File: src/rtl/fd_pkg.sv
// Shared types and defaults for the fetch->decode queue.
package fd_pkg;

   localparam int XLEN_DEF     = 32;
   localparam int FD_DEPTH_DEF = 2;

   typedef struct packed {
      logic [XLEN_DEF-1:0] instr;
      logic [XLEN_DEF-1:0] pc;
      logic [XLEN_DEF-1:0] pcplus4;
      logic                arm;
   } fd_entry_t;

endpackage

File: src/rtl/fd_queue.sv
// Fetch->decode FIFO. Fetch keeps running while decode stalls; a flush empties it atomically.
// Head outputs read the stored entry combinationally and are forced to zero when the queue is empty.
module fd_queue
   import fd_pkg::*;
#(
   parameter int XLEN  = XLEN_DEF,
   parameter int DEPTH = FD_DEPTH_DEF
) (
   input  logic                       clk,
   input  logic                       rst,
   input  logic                       arm,
   input  logic                       ValidF,
   input  logic [XLEN-1:0]            RDF,
   input  logic [XLEN-1:0]            PCF,
   input  logic [XLEN-1:0]            PCPlus4F,
   output logic                       ReadyF,
   input  logic                       StallD,
   input  logic                       FlushD,
   output logic                       ValidD,
   output logic [XLEN-1:0]            InstrD,
   output logic [XLEN-1:0]            PCD,
   output logic [XLEN-1:0]            PCPlus4D,
   output logic [XLEN-1:0]            PCPlus8D,
   output logic                       ArmD,
   output logic [$clog2(DEPTH+1)-1:0] CountD
);

   localparam int AW = $clog2(DEPTH);
   localparam int CW = $clog2(DEPTH+1);
   localparam logic [AW-1:0]   PTR_ONE  = AW'(1);
   localparam logic [CW-1:0]   CNT_ONE  = CW'(1);
   localparam logic [CW-1:0]   CNT_FULL = CW'(DEPTH);
   localparam logic [XLEN-1:0] FOUR     = XLEN'(4);

   fd_entry_t       r_mem [DEPTH];
   logic [AW-1:0]   r_wptr;
   logic [AW-1:0]   r_rptr;
   logic [CW-1:0]   r_count;

   logic            w_push;
   logic            w_pop;
   fd_entry_t       w_head;

   // ReadyF depends only on registered count, so a full queue refuses a push
   // even when decode pops in the same cycle.
   assign ReadyF = (r_count != CNT_FULL);
   assign ValidD = (r_count != '0);

   assign w_push = ValidF & ReadyF & ~FlushD & ~rst;
   assign w_pop  = ValidD & ~StallD & ~FlushD & ~rst;

   always_ff @(posedge clk) begin
      if (w_push) begin
         r_mem[r_wptr] <= '{instr: RDF, pc: PCF, pcplus4: PCPlus4F, arm: arm};
      end
   end

   always_ff @(posedge clk) begin
      if (rst || FlushD) begin
         r_wptr  <= '0;
         r_rptr  <= '0;
         r_count <= '0;
      end else begin
         if (w_push) begin
            r_wptr <= r_wptr + PTR_ONE;
         end
         if (w_pop) begin
            r_rptr <= r_rptr + PTR_ONE;
         end
         if (w_push && !w_pop) begin
            r_count <= r_count + CNT_ONE;
         end else if (w_pop && !w_push) begin
            r_count <= r_count - CNT_ONE;
         end
      end
   end

   always_comb begin
      w_head   = r_mem[r_rptr];
      InstrD   = '0;
      PCD      = '0;
      PCPlus4D = '0;
      PCPlus8D = '0;
      ArmD     = 1'b0;
      CountD   = r_count;
      if (ValidD) begin
         InstrD   = w_head.instr;
         PCD      = w_head.pc;
         PCPlus4D = w_head.pcplus4;
         PCPlus8D = w_head.pcplus4 + FOUR;
         ArmD     = w_head.arm;
      end
   end

endmodule

File: config.mk
export PLATFORM = sky130hd
export DESIGN_NAME = fd_queue
export DESIGN_NICKNAME = d
export VERILOG_FILES = /design/src/rtl/fd_pkg.sv /design/src/rtl/fd_queue.sv
export SDC_FILE = /design/constraint.sdc
export NUM_CORES = 1
export LEC_CHECK = 0
export CAP_MARGIN = 40
export CORE_MARGIN = 10
export CORE_UTILIZATION = 48
export DETAILED_ROUTE_END_ITERATION = 8
export GPL_TIMING_DRIVEN = 0
export PLACE_DENSITY = 0.79
export SLEW_MARGIN = 40
export SYNTH_ARGS = -nofsm -noshare
export SYNTH_HDL_FRONTEND = slang
export SYNTH_SLANG_ARGS = --single-unit
File: constraint.sdc
create_clock -name clk -period 9 [get_ports clk]
set_input_delay 1.8 -clock clk [delete_from_list [all_inputs] [get_ports clk]]
set_output_delay 1.8 -clock clk [all_outputs]
set_load 0.05 [all_outputs]
==> flow_summary.json <==
{
  "outcome": "complete, no violations",
  "final_util_pct": 68.55,
  "worstMarginPinSlew_ns": 0.7810,
  "drt_iter0_markers": 449,
  "firstDrtPassIters": 5,
  "synth_compound_area_share_pct": 2.921,
  "global_route.usage.met1_pct": 21.82,
  "relSlewSlack_pct": 47.93,
  "drive_gt1_share_pct": 7.070,
  "grt_max_degree": 43,
  "dieArea_mm2": 0.02349,
  "ys_ff_latch": 199,
  "fillers": 1179,
  "io_pins": 235,
  "use_met3_pct": 7.688,
  "initial_utilization_pct": 49.11,
  "drv_cap": 0,
  "p_leak_nw": 3.771,
  "finalWorstSetupSlack_ns": 2.661,
  "synth_area_per_cell_um2": 14.09,
  "cts_setup_buffers": 0,
  "crit_slowest_cell": "clkdlybuf4s50_1",
  "portBuffers": 234,
  "seq_area_frac_synth_pct": 69.51,
  "dpl_cell_area_mm2": 0.01130,
  "clock_path_buffers": 2,
  "max_clock_freq_ghz": 0.1577,
  "synth.area.top_cells": "edfxtp_1 68%, mux2i_1 11%, nor2_1 5.1%",
  "grt_usage_pct": 19.24,
  "synth_fa_ha_area_share_pct": 0.2936,
  "startpoint_type": "register",
  "core_mm2": 0.01736,
  "hp-class": "reg2reg",
  "die_h_um": 153.3,
  "synth-simple-area-share_pct": 11.79,
  "insertion_delay_ns": 0.43,
  "drv_slew": 0,
  "die_w_um": 153.3,
  "finalCritPeriodShare_pct": 70.44,
  "syn_inst": 605,
  "cts-resized-gates": 0,
  "mappedNetlistArea_mm2": 0.008524,
  "place_congestion": 0.8920,
  "end_kind": "primary output",
  "powerDensity_mw_per_mm2": 169.0,
  "cts_tree": "done",
  "grt_antenna_before_repair": 4,
  "ant_nets": 0,
  "synth_xor_area_share_pct": 2.055,
  "clock_skew_ns": 0.01940,
  "ctsHoldBuffers": 0,
  "synth_mux_area_share_pct": 11.45,
  "wl_per_cell_um": 20.85,
  "vdd_drop_max_mv": 0.1343,
  "dp_slack_ns": 3.194,
  "path_max_fanout": 10,
  "yosys_warnings": 0,
  "hpwl_um": 17430,
  "fin_nets": 969,
  "criticalPathCategory": "reg2out",
  "setup_viol": 0,
  "synth_top_area_share_pct": 68.34,
  "crit_chain": "buf_6 > buf_2 > clkbuf_1 > mux2_2 > ha_1 > and2_1 > clkbuf_1 > nand4_1 > o31ai_1 > clkdlybuf4s50_1",
  "cts.sinks": 199,
  "critPathArrivalTime_ns": 4.54,
  "synth_fp_nets": 709,
  "grt_pass1_wl_um": 35910,
  "grt_use_met2_pct": 32.22,
  "drt_wl_total_um": 23020,
  "rsz0062_at_grt": "no",
  "synthDistinctLibCells": 41,
  "clk_pin_slew_ns": 0.07,
  "worst-path-buf-inv": 5,
  "vias_per_cell": 5.486,
  "hold_viol": 0,
  "areaGrowthSynthToFinish_pct": 39.57,
  "post-route-cell-area_mm2": 0.01190,
  "numCtsBuffers": 17,
  "grt_pass1_vias": 6542,
  "grt-busiest-layer": "met2",
  "gr-total-overflow": 0,
  "route.detailed.drc": 0,
  "max_stage_delay_ns": 0.89,
  "worstPathRequired_ns": 7.20,
  "yosys.area.top_type": "edfxtp_1",
  "htree_num_levels": 4,
  "rows": 48,
  "cts-root-buf": "clkbuf_16",
  "num_vias": 6057,
  "path_common_cell": "clkbuf_1",
  "synth_top_family_by_area": "simple AND/OR/NAND/NOR gates",
  "critPathTopFamily": "buffers and inverters",
  "layout_min_cycle_time_ns": 6.339
}
-- worst paths after layout --
| path | from | to | slack [ns] | cells after the start |
|---|---|---|---|---|
| setup / recovery | register | PCPlus8D[26] | 2.66 | 10 |
| hold / removal | r_rptr | register | 0.58 | 2 |
| setup reg to reg | CountD[0] | r_mem[0][59] | 6.69 | 6 |
| hold reg to reg | r_rptr | register | 0.58 | 2 |
-- metal layers --
layer,routed length [um],up-vias
li1,-,2788
met5,27,-
met4,387,4
met2,11310,306
met3,2334,38
met1,8964,2921
-- per-stage QoR --
step / power [mW] / instances / TNS, ns / hold slack, ns
5_1_grt: 2.081 / 1102 / 0 / 0.6218
4_1_cts: 2.024 / 1102 / 0 / 0.5905
2_1_floorplan: 1.167 / 605 / 0 / 0.5184
6_report: 2.011 / 1104 / 0 / 0.5842
3_3_place_gp: 1.266 / 1064 / -52.01 / 0.5345
3_5_place_dp: 1.273 / 1071 / 0 / 0.5744
-- cells by family (layout without fill, tap and decap cells) --
kind of cell	after synthesis	after routing
compound gates	37	37
xor+xnor	20	20
fa+ha+maj	2	2
buf+inv	35	307
flops	199	199
mux	97	97
other cells	0	2
simple gates	215	215
-- worst min-delay path: cells and delay by family, from the launching register on --
kind,cells,cell delay (ns)
flops,1,0.32
xor+xnor,1,0.16
simple gates,1,0.06
-- layout make-up --
type | instances | area [um^2] | area share (%)
Antenna cell | 2 | 5.005 | 0.04207
Buffer | 32 | 157.7 | 1.325
Clock buffer | 18 | 429.2 | 3.607
Clock inverter | 13 | 165.2 | 1.388
Inverter | 3 | 11.26 | 0.09465
Multi-Input combinational cell | 371 | 2440 | 20.51
Sequential cell | 199 | 5926 | 49.81
Tap cell | 225 | 281.5 | 2.366
Timing Repair Buffer | 241 | 2482 | 20.86
-- state kept, by name, summed over array words and instances, names as in the netlist, named ones only --
name,count
r_rptr,1
CountD,2
r_mem,194
r_wptr,1
-- report_power, final --
group          total (mW)  internal [mW]  leakage (nW)  switching [mW]
registers            1.04           1.03          1.80         0.00635
logic               0.213         0.0884          1.68           0.125
clock network       0.758          0.418         0.288           0.340
-- synthesized netlist by cell type, drive strengths merged --
cell type	n
a211oi	2
a21oi	1
a221oi	2
a222oi	2
a22oi	4
a31oi	2
a32oi	1
and2	7
and3	2
buf	17
clkbuf	15
dfxtp	5
edfxtp	194
ha	2
inv	3
mux2	4
mux2i	93
nand2	30
nand2b	2
nand3	15
nand3b	5
nand4	15
nand4b	8
nor2	116
nor2b	2
nor3	12
nor3b	1
o21a	3
o21ai	13
o22ai	1
o31ai	5
o41ai	1
xnor2	16
xor2	4
-- placed cells by master, fill, tap and decap left out, types with 4 or more instances in the layout --
master	count
clkinv_4	5
clkdlybuf4s50_1	234
nor3_1	11
edfxtp_1	194
nand2_1	30
xnor2_1	16
clkbuf_1	16
o21ai_0	13
nand4_1	14
nor2_1	116
xor2_1	4
o31ai_1	5
a22oi_1	4
nand3_1	15
inv_8	4
mux2i_1	93
clkbuf_16	17
nand3b_1	5
dfxtp_1	5
and2_1	6
nand4b_1	7
buf_2	12
Note: power is estimated with default switching activity, not from simulation.
